$ cat src/rtl/imu_pkg.sv
// Shared definitions for the IMU front end: burst layout, word type and
// small helpers used by the byte assembler and the conditioner.
package imu_pkg;

  localparam int FRAME_BYTES = 14;
  localparam int ACC_X  = 0;
  localparam int ACC_Y  = 2;
  localparam int GYRO_X = 8;
  localparam int GYRO_Y = 10;
  localparam int GYRO_Z = 12;

  typedef logic signed [15:0] imu_word_t;

  typedef enum logic [1:0] {
    ST_IDLE,
    ST_CAPTURE,
    ST_PROCESS
  } asm_state_t;

  // Byte k of the burst lives at frame[k*8 +: 8]; words are big-endian.
  function automatic imu_word_t frame_word(input logic [FRAME_BYTES*8-1:0] frame,
                                           input int off);
    return imu_word_t'({frame[off*8 +: 8], frame[(off+1)*8 +: 8]});
  endfunction

  function automatic imu_word_t sat16(input logic signed [16:0] v);
    if (v > 17'sd32767)
      return imu_word_t'(16'h7FFF);
    else if (v < -17'sd32768)
      return imu_word_t'(16'h8000);
    return imu_word_t'(v[15:0]);
  endfunction

endpackage

$ cat src/rtl/imu_byte_assembler.sv
// Collects the 14-byte burst, tracks the byte index and inter-byte gap,
// and flags aborted frames. frame_done is high for the single PROCESS cycle.
module imu_byte_assembler
  import imu_pkg::*;
#(
  parameter int TIMEOUT_CYC = 4096
) (
  input  logic                     clk,
  input  logic                     rst_n,
  input  logic                     byte_valid,
  input  logic [7:0]               byte_data,
  input  logic                     frame_start,
  output logic [FRAME_BYTES*8-1:0] frame,
  output logic                     frame_done,
  output logic                     frame_err
);

  localparam int GAP_W = $clog2(TIMEOUT_CYC + 1);

  asm_state_t       state_reg, state_next;
  logic [3:0]       idx_reg, idx_next;
  logic [GAP_W-1:0] gap_reg, gap_next;
  logic             err_reg, err_next;
  logic             wr_en;
  logic [3:0]       wr_idx;

  always_ff @(posedge clk or negedge rst_n) begin
    if (!rst_n) begin
      state_reg <= ST_IDLE;
      idx_reg   <= '0;
      gap_reg   <= '0;
      err_reg   <= 1'b0;
    end else begin
      state_reg <= state_next;
      idx_reg   <= idx_next;
      gap_reg   <= gap_next;
      err_reg   <= err_next;
    end
  end

  always_comb begin
    state_next = state_reg;
    idx_next   = idx_reg;
    gap_next   = gap_reg;
    err_next   = 1'b0;
    wr_en      = 1'b0;
    wr_idx     = idx_reg;
    case (state_reg)
      ST_IDLE: begin
        gap_next = '0;
        if (byte_valid && frame_start) begin
          wr_en      = 1'b1;
          wr_idx     = 4'd0;
          idx_next   = 4'd1;
          state_next = ST_CAPTURE;
        end
      end
      ST_CAPTURE: begin
        if (byte_valid) begin
          gap_next = '0;
          wr_en    = 1'b1;
          if (frame_start) begin
            // Restart: drop the partial frame and take this byte as byte 0.
            err_next = 1'b1;
            wr_idx   = 4'd0;
            idx_next = 4'd1;
          end else if (idx_reg == 4'(FRAME_BYTES - 1)) begin
            idx_next   = 4'd0;
            state_next = ST_PROCESS;
          end else begin
            idx_next = idx_reg + 4'd1;
          end
        end else if (gap_reg == GAP_W'(TIMEOUT_CYC - 1)) begin
          err_next   = 1'b1;
          idx_next   = 4'd0;
          gap_next   = '0;
          state_next = ST_IDLE;
        end else begin
          gap_next = gap_reg + GAP_W'(1);
        end
      end
      ST_PROCESS: begin
        state_next = ST_IDLE;
      end
      default: begin
        state_next = ST_IDLE;
        idx_next   = 4'd0;
      end
    endcase
  end

  generate
    for (genvar gi = 0; gi < FRAME_BYTES; gi++) begin : g_byte
      logic [7:0] byte_reg;
      always_ff @(posedge clk or negedge rst_n) begin
        if (!rst_n)
          byte_reg <= '0;
        else if (wr_en && (wr_idx == 4'(gi)))
          byte_reg <= byte_data;
      end
      assign frame[gi*8 +: 8] = byte_reg;
    end
  endgenerate

  assign frame_done = (state_reg == ST_PROCESS);
  assign frame_err  = err_reg;

endmodule

$ cat src/rtl/imu_frame_conditioner.sv
// Turns assembled MPU6050 bursts into bias-corrected gyro and scaled acc words
// for the attitude filter, and runs the gyro bias calibration.
module imu_frame_conditioner
  import imu_pkg::*;
#(
  parameter int CAL_LOG2    = 8,
  parameter int ACC_SHIFT   = 0,
  parameter int TIMEOUT_CYC = 4096
) (
  input  logic              clk,
  input  logic              rst_n,
  input  logic              byte_valid,
  input  logic [7:0]        byte_data,
  input  logic              frame_start,
  input  logic              cal_start,
  output logic signed [15:0] pitch_gyro,
  output logic signed [15:0] roll_gyro,
  output logic signed [15:0] yaw_gyro,
  output logic signed [15:0] pitch_acc,
  output logic signed [15:0] roll_acc,
  output logic              sample_valid,
  output logic              cal_busy,
  output logic              cal_done,
  output logic              frame_err
);

  localparam int ACC_W = 16 + CAL_LOG2;

  logic [FRAME_BYTES*8-1:0] frame;
  logic                     frame_done;

  imu_byte_assembler #(
    .TIMEOUT_CYC(TIMEOUT_CYC)
  ) u_assembler (
    .clk        (clk),
    .rst_n      (rst_n),
    .byte_valid (byte_valid),
    .byte_data  (byte_data),
    .frame_start(frame_start),
    .frame      (frame),
    .frame_done (frame_done),
    .frame_err  (frame_err)
  );

  logic                cal_busy_reg, cal_done_reg, sample_valid_reg;
  logic [CAL_LOG2-1:0] cal_cnt_reg;
  imu_word_t           pitch_acc_reg, roll_acc_reg;
  imu_word_t           gyro_out [3];
  logic                cal_begin, cal_frame, cal_last, update;

  assign cal_begin = cal_start && !cal_busy_reg;
  assign cal_frame = frame_done && cal_busy_reg;
  // The counter is all ones exactly on the 2^CAL_LOG2-th calibration frame.
  assign cal_last  = cal_frame && (cal_cnt_reg == '1);
  assign update    = frame_done && !cal_busy_reg;

  always_ff @(posedge clk or negedge rst_n) begin
    if (!rst_n) begin
      cal_busy_reg     <= 1'b0;
      cal_done_reg     <= 1'b0;
      sample_valid_reg <= 1'b0;
      cal_cnt_reg      <= '0;
      pitch_acc_reg    <= '0;
      roll_acc_reg     <= '0;
    end else begin
      sample_valid_reg <= update;
      cal_done_reg     <= cal_last;
      if (cal_last)
        cal_busy_reg <= 1'b0;
      else if (cal_begin)
        cal_busy_reg <= 1'b1;
      if (cal_begin)
        cal_cnt_reg <= '0;
      else if (cal_frame)
        cal_cnt_reg <= cal_cnt_reg + 1'b1;
      if (update) begin
        pitch_acc_reg <= frame_word(frame, ACC_X) >>> ACC_SHIFT;
        roll_acc_reg  <= frame_word(frame, ACC_Y) >>> ACC_SHIFT;
      end
    end
  end

  generate
    for (genvar gi = 0; gi < 3; gi++) begin : g_axis
      imu_word_t               raw;
      imu_word_t               bias_reg, out_reg;
      logic signed [ACC_W-1:0] accum_reg, accum_sum;

      assign raw       = frame_word(frame, GYRO_X + 2 * gi);
      assign accum_sum = accum_reg + ACC_W'(raw);

      always_ff @(posedge clk or negedge rst_n) begin
        if (!rst_n) begin
          accum_reg <= '0;
          bias_reg  <= '0;
          out_reg   <= '0;
        end else begin
          if (cal_begin)
            accum_reg <= '0;
          else if (cal_frame)
            accum_reg <= accum_sum;
          // Arithmetic shift gives the floor of the average, negative included.
          if (cal_last)
            bias_reg <= imu_word_t'(accum_sum >>> CAL_LOG2);
          if (update)
            out_reg <= sat16(17'(raw) - 17'(bias_reg));
        end
      end

      assign gyro_out[gi] = out_reg;
    end
  endgenerate

  assign pitch_gyro   = gyro_out[0];
  assign roll_gyro    = gyro_out[1];
  assign yaw_gyro     = gyro_out[2];
  assign pitch_acc    = pitch_acc_reg;
  assign roll_acc     = roll_acc_reg;
  assign sample_valid = sample_valid_reg;
  assign cal_busy     = cal_busy_reg;
  assign cal_done     = cal_done_reg;

endmodule

$ cat config.mk
export PLATFORM = sky130hd
export DESIGN_NAME = imu_frame_conditioner
export DESIGN_NICKNAME = d
export VERILOG_FILES = /design/src/rtl/imu_pkg.sv /design/src/rtl/imu_byte_assembler.sv /design/src/rtl/imu_frame_conditioner.sv
export SDC_FILE = /design/constraint.sdc
export NUM_CORES = 1
export LEC_CHECK = 0
export BUFFER_PORTS_ARGS = -buffer_cell sky130_fd_sc_hd__buf_2
export CORE_UTILIZATION = 45
export CTS_CLUSTER_SIZE = 10
export DETAILED_ROUTE_END_ITERATION = 10
export SYNTH_ARGS = -nofsm -noshare
export SYNTH_HDL_FRONTEND = slang
export SYNTH_SLANG_ARGS = --single-unit
export TNS_END_PERCENT = 20
$ cat constraint.sdc
create_clock -name clk -period 3.7 [get_ports clk]
set_clock_uncertainty 0.1 [all_clocks]
set_input_delay 0.74 -clock clk [delete_from_list [all_inputs] [get_ports clk]]
set_output_delay 0.74 -clock clk [all_outputs]
set_load 0.1 [all_outputs]
Word level (Yosys, flattened, before mapping) --
Index checks and enable logic that the tools add are counted. Widths: inputs -> output; s select.
Word-level totals: latch bits 0, output and inout bits 84, memories 0, bits in writable memories 0, register bits after elaboration 311, input port bits 13, bits in read-only memories 0
Cells by class: add/subtract/negate cells 9, div/mod/pow operators 0, equality and inequality tests 18, reductions and logical operators 23, shifts and indexed selects 0, order comparisons 6, mux-type cells 54, bitwise logic cells 1, $mul 0
Operators with widths (count):
- $mux 16 | 9
- $mux 24 | 6
- $add 24x16->24 | 3
- $gt 17x16->1 const B | 3
- $lt 17x16->1 const B | 3
- $sub 16x16->17 | 3
- $mux 4 | 8
- $eq 4x4->1 const B | 7
- $mux 13 | 2
- $pmux 13 s2 | 1
- $mux 1 | 17
- $mux 8 | 2
- $logic_and 1x1->1 | 15
- $add 13x1->13 const B | 1
- $eq 13x12->1 const B | 1
- $pmux 4 s3 | 1
- $mux 2 | 5
- $add 8x1->8 const B | 1
- $eq 4x2->1 const B | 2
- $eq 8x8->1 const B | 1
- $pmux 4 s2 | 1
- $ne 3x2->1 const B | 2
- $reduce_bool 2->1 | 3
- $add 4x1->4 const B | 1
- other kinds (13) | 13

Logic depth before layout (Yosys ltp) --
depth in word-level cells 6, gate-level depth with buffers 14

Modules after synthesis --
From an unflattened synthesis, not the netlist that was laid out.
Second synthesis, totals: cells, all modules 1834, area, all modules 18841.8 um^2
Modules (own cells, without submodules):
- imu_frame_conditioner | cells an instance 1453, area an instance 13425.4 um^2, instances 1, sequential area each 5280.1 um^2
- imu_byte_assembler | cells an instance 381, area an instance 5416.4 um^2, instances 1, sequential area each 3303.2 um^2

Least setup slack after synthesis --
Ideal clock, no wire load.
path type register to register, from register u_assembler.g_byte[11].byte_reg[0], to register g_axis[1].bias_reg[14], path slack 799 ps, clock period less this slack 2901 ps, library setup time 133 ps, buffers on the path 0, stages on the path, launching flop included 12, data arrival time 2667 ps, cells stage by stage dfrtp_1 ha_1 fa_1 a21o_1 a21oi_2 o41ai_1 o31a_1 o21ai_2 o32ai_2 o41ai_1 xor2_1 o21ai_0
Between the ends: cells in the longest elaborated chain, start to end 1
RTL lines:
- from (decl) | RTL line imu_byte_assembler.sv:94 | logic [7:0] byte_reg;
- from (signal assigned) | RTL line imu_byte_assembler.sv:99 | byte_reg <= byte_data;
- $add 24x16->24 | RTL line imu_frame_conditioner.sv:90 | assign accum_sum = accum_reg + ACC_W'(raw);
- to (signal assigned) | RTL line imu_frame_conditioner.sv:104 | bias_reg <= imu_word_t'(accum_sum >>> CAL_LOG2);
- to (decl) | RTL line imu_frame_conditioner.sv:86 | imu_word_t bias_reg, out_reg;
No other way between the ends. A chain may end at the register's enable or synchronous reset.

Worst setup path after layout --
from register u_assembler.g_byte[9].byte_reg[0], to register g_axis[0].accum_reg[22]
Between the ends: cells in the longest elaborated chain, start to end 3
RTL lines:
- from (decl) | RTL line imu_byte_assembler.sv:94
- from (signal assigned) | RTL line imu_byte_assembler.sv:99
- $add 24x16->24 | RTL line imu_frame_conditioner.sv:90
- $mux 24 | RTL line imu_frame_conditioner.sv:100 | else if (cal_frame)
- $mux 24 | RTL line imu_frame_conditioner.sv:98 | if (cal_begin)
- to (signal assigned) | RTL line imu_frame_conditioner.sv:101 | accum_reg <= accum_sum;
- to (decl) | RTL line imu_frame_conditioner.sv:87 | logic signed [ACC_W-1:0] accum_reg, accum_sum;
No other way between the ends. The select of a mux whose other input is x is not followed.

==> reports/qor.yml <==
run_status:
  outcome: "finished clean"
worst_setup_path:
  timing.rr.end: "g_axis[0].accum_reg[22]"
  cp_max_fo: 4
  cp_slowest_stage_delay_ns: 0.54
  start_kind: "flip-flop"
  r2r_cells: 11
  r2r_slack_ns: 0.40
  crit_chain: "ha_1 -> fa_1 -> a21o_1 -> a21oi_2 -> o21ai_1 -> a2111oi_2 -> nor2_1 -> a211o_1 -> a31oi_1 -> xor2_1 -> o21ai_0"
  critical_path_class: "reg2reg"
  critPathLaunch: "u_assembler.g_byte[9].byte_reg[0]"
  end_kind: "flip-flop"
  r2r_start: "u_assembler.g_byte[9].byte_reg[0]"
  crit_required_ns: 4.00
  slowest_stage: "a2111oi_2"
  crit_arrival_ns: 3.60
  crit_path_end: "g_axis[0].accum_reg[22]"
final_layout:
  syn_to_final_growth_pct: 12.8
  final_net_count: 2079
  drive_gt1_frac: 0.153
  final_common_cell: "dfrtp_1"
  final_core_util: 0.514
  num_antenna_cells: 0
  regArea_um2: 7780
  layout.cells.non_filler: 2475
  num-fill-cells: 3603
  multi_input_area_um2: 9220
  largest_reg_flops: 80
  most-common-layout-cells: "311 x dfrtp_1, 273 x nand2_1, 188 x o21ai_0"
die:
  die_x_um: 200
  row_count: 72
  design.core.area_um2: 38600
  io-pin-count: 97
  start_util: 0.456
  die_h_um: 200
  dieArea_um2: 39900
timing:
  slew_headroom: 0.418
  finalCritPeriodShare: 0.891
  slew_viol_final: 0
  tightest_slew_ns: 0.873
  min_period_ns: 3.30
  setup_viol: 0
  finalHoldViolCount: 0
  rsz0062_at_grt: "false"
  fmax_mhz: 303
  fin_tns_setup_ns: 0
synthesis:
  synth-async-reset-ratio: 1.00
  seq_area_frac_synth: 0.443
  yosys_most_used_dff: "dfrtp_1"
  synth_edf_count: 0
  ys_ff_latch: 311
  syn_nets: 1987
  avgSynthCellArea_um2: 9.52
  postSynthCellCount: 1847
  syn_area_um2: 17600
  synth_warnings: 0
  synth_cell_type_count: 79
grt:
  grt_pass1_vias: 13392
  antenna_found_initial: 1
  grt_overflow: 0
  grt_pass1_wl_um: 71600
  grt_use_total: 0.228
  grt_max_degree: 139
power:
  seqPwrFrac: 0.435
  vdd_drop_max_uv: 281
  power_frac_clock: 0.351
  swShare: 0.307
  p_comb_frac: 0.214
  netSwitchingPower_mw: 3.08
  power.internal_mw: 6.96
  p_per_area_nw_per_um2: 506
  p_leak_nw: 9.80
drt:
  drt-initial-drc-count: 663
  via_per_inst: 5.49
  wirelength_um: 43500
  drt_pass1_iterations: 5
  drcViolationCount: 0
  avgRoutedWirePerCell_um: 17.6
  vias: 13598
  final_antenna_net_count: 0
clock_tree:
  cts_max_level: 2
  clkTransAtPathRegs_ns: 0.05
  root_buffer: "clkbuf_16"
  cts_made_buffers: 39
  insertion_delay_ns: 0.56
  clock_sinks: 311
  cts_buffer_depth: 3
  cts_tree: "done"
  postCtsSetupBuffers: 0
placed_design:
  hpwl_um: 30200
  gp_congestion: 0.848
  portBuffers: 96
  dp_cells: 2415
flow_run:
  drv_cap: 0
worst_hold_path:
  hold_path_class: "reg2reg"
area by class of cell:
type                            instances  area share
Multi-Input combinational cell       1388       0.465
Sequential cell                       311       0.393
Clock buffer                           54      0.0562
Timing Repair Buffer                  120      0.0365
Tap cell                              518      0.0327
Inverter                               79      0.0150
Clock inverter                          5     0.00202
per-layer routing:
metal  share of wire  GRT usage
met5               0          0
met4           0.028     0.0837
met3           0.037     0.0329
met2            0.46      0.368
met1            0.47      0.312
what timing repair did:
item                                   4_1_cts  5_1_grt
hold buffers                                 1        0
endpoints found under the hold margin       11        0
setup endpoints to repair                    0        2
gates resized for setup                      0        1
worst min-delay path by stage:
| stage | from | to | depth (start not counted) |
|---|---|---|---|
| CTS | cal_start | cal_busy | 3 |
| finish | u_assembler.g_byte[1].byte_reg[7] | pitch_acc[7] | 2 |
| global placement | u_assembler.g_byte[3].byte_reg[3] | roll_acc[3] | 2 |
| floorplan | u_assembler.g_byte[1].byte_reg[0] | pitch_acc[0] | 2 |
| detailed placement | u_assembler.g_byte[1].byte_reg[7] | pitch_acc[7] | 2 |
| global route | u_assembler.g_byte[2].byte_reg[6] | roll_acc[14] | 2 |
metrics by stage:
step / total power, mW / instance area [µm²] / worst slack, ns / hold WS [ns]
after detailed placement: 6.56 / 18700 / 0.303 / 0.344
final: 10.0 / 19800 / 0.404 / 0.356
after CTS: 10.1 / 19800 / 0.278 / 0.347
after global routing: 10.7 / 19800 / 0.101 / 0.383
after global placement: 6.46 / 18700 / 0.414 / 0.343
after floorplan: 5.98 / 17600 / 0.799 / 0.333
synth_stat cells, types with 14 or more instances:
master    instances  area, µm²
nor2_1           78        293
a21o_1           35        263
nor2b_1          16        100
buf_1            19       71.3
xnor2_1          45        394
mux2_2           80        901
xor2_1           52        455
a31oi_1          14       87.6
clkbuf_1         45        169
nand2b_1         17        106
a21oi_1          98        490
a211oi_1         15        113
nand3_1         100        500
nor3_1           22        110
o21ai_0         188        941
inv_1            79        297
ha_1            121       1510
o21a_1           17        128
o21bai_1         19        143
dfrtp_1         311       7780
nand2_1         273       1020
critical path: cells and delay by family, from the launching register on:
kind / cells / cell delay, ns
compound gates: 7 / 1.64
xor+xnor: 1 / 0.19
fa+ha+maj: 2 / 0.66
flops: 1 / 0.39
simple gates: 1 / 0.18
cell families after synthesis:
| logic type | synth area share |
|---|---|
| compound gates | 0.175 |
| xor+xnor | 0.0483 |
| fa+ha+maj | 0.0930 |
| buf+inv | 0.0332 |
| flops | 0.443 |
| mux | 0.0524 |
| simple gates | 0.155 |
power groups by stage:
| stage | Combinational, mW | Clock (mW) | Sequential [mW] |
|---|---|---|---|
| finish | 2.14 | 3.53 | 4.37 |
| global placement | 2.07 | 0 | 4.40 |
| detailed placement | 2.15 | 0 | 4.41 |
| floorplan | 1.66 | 0 | 4.32 |
| global route | 2.45 | 3.76 | 4.44 |
| CTS | 2.15 | 3.61 | 4.36 |
Power figures use the tool's default switching activity.
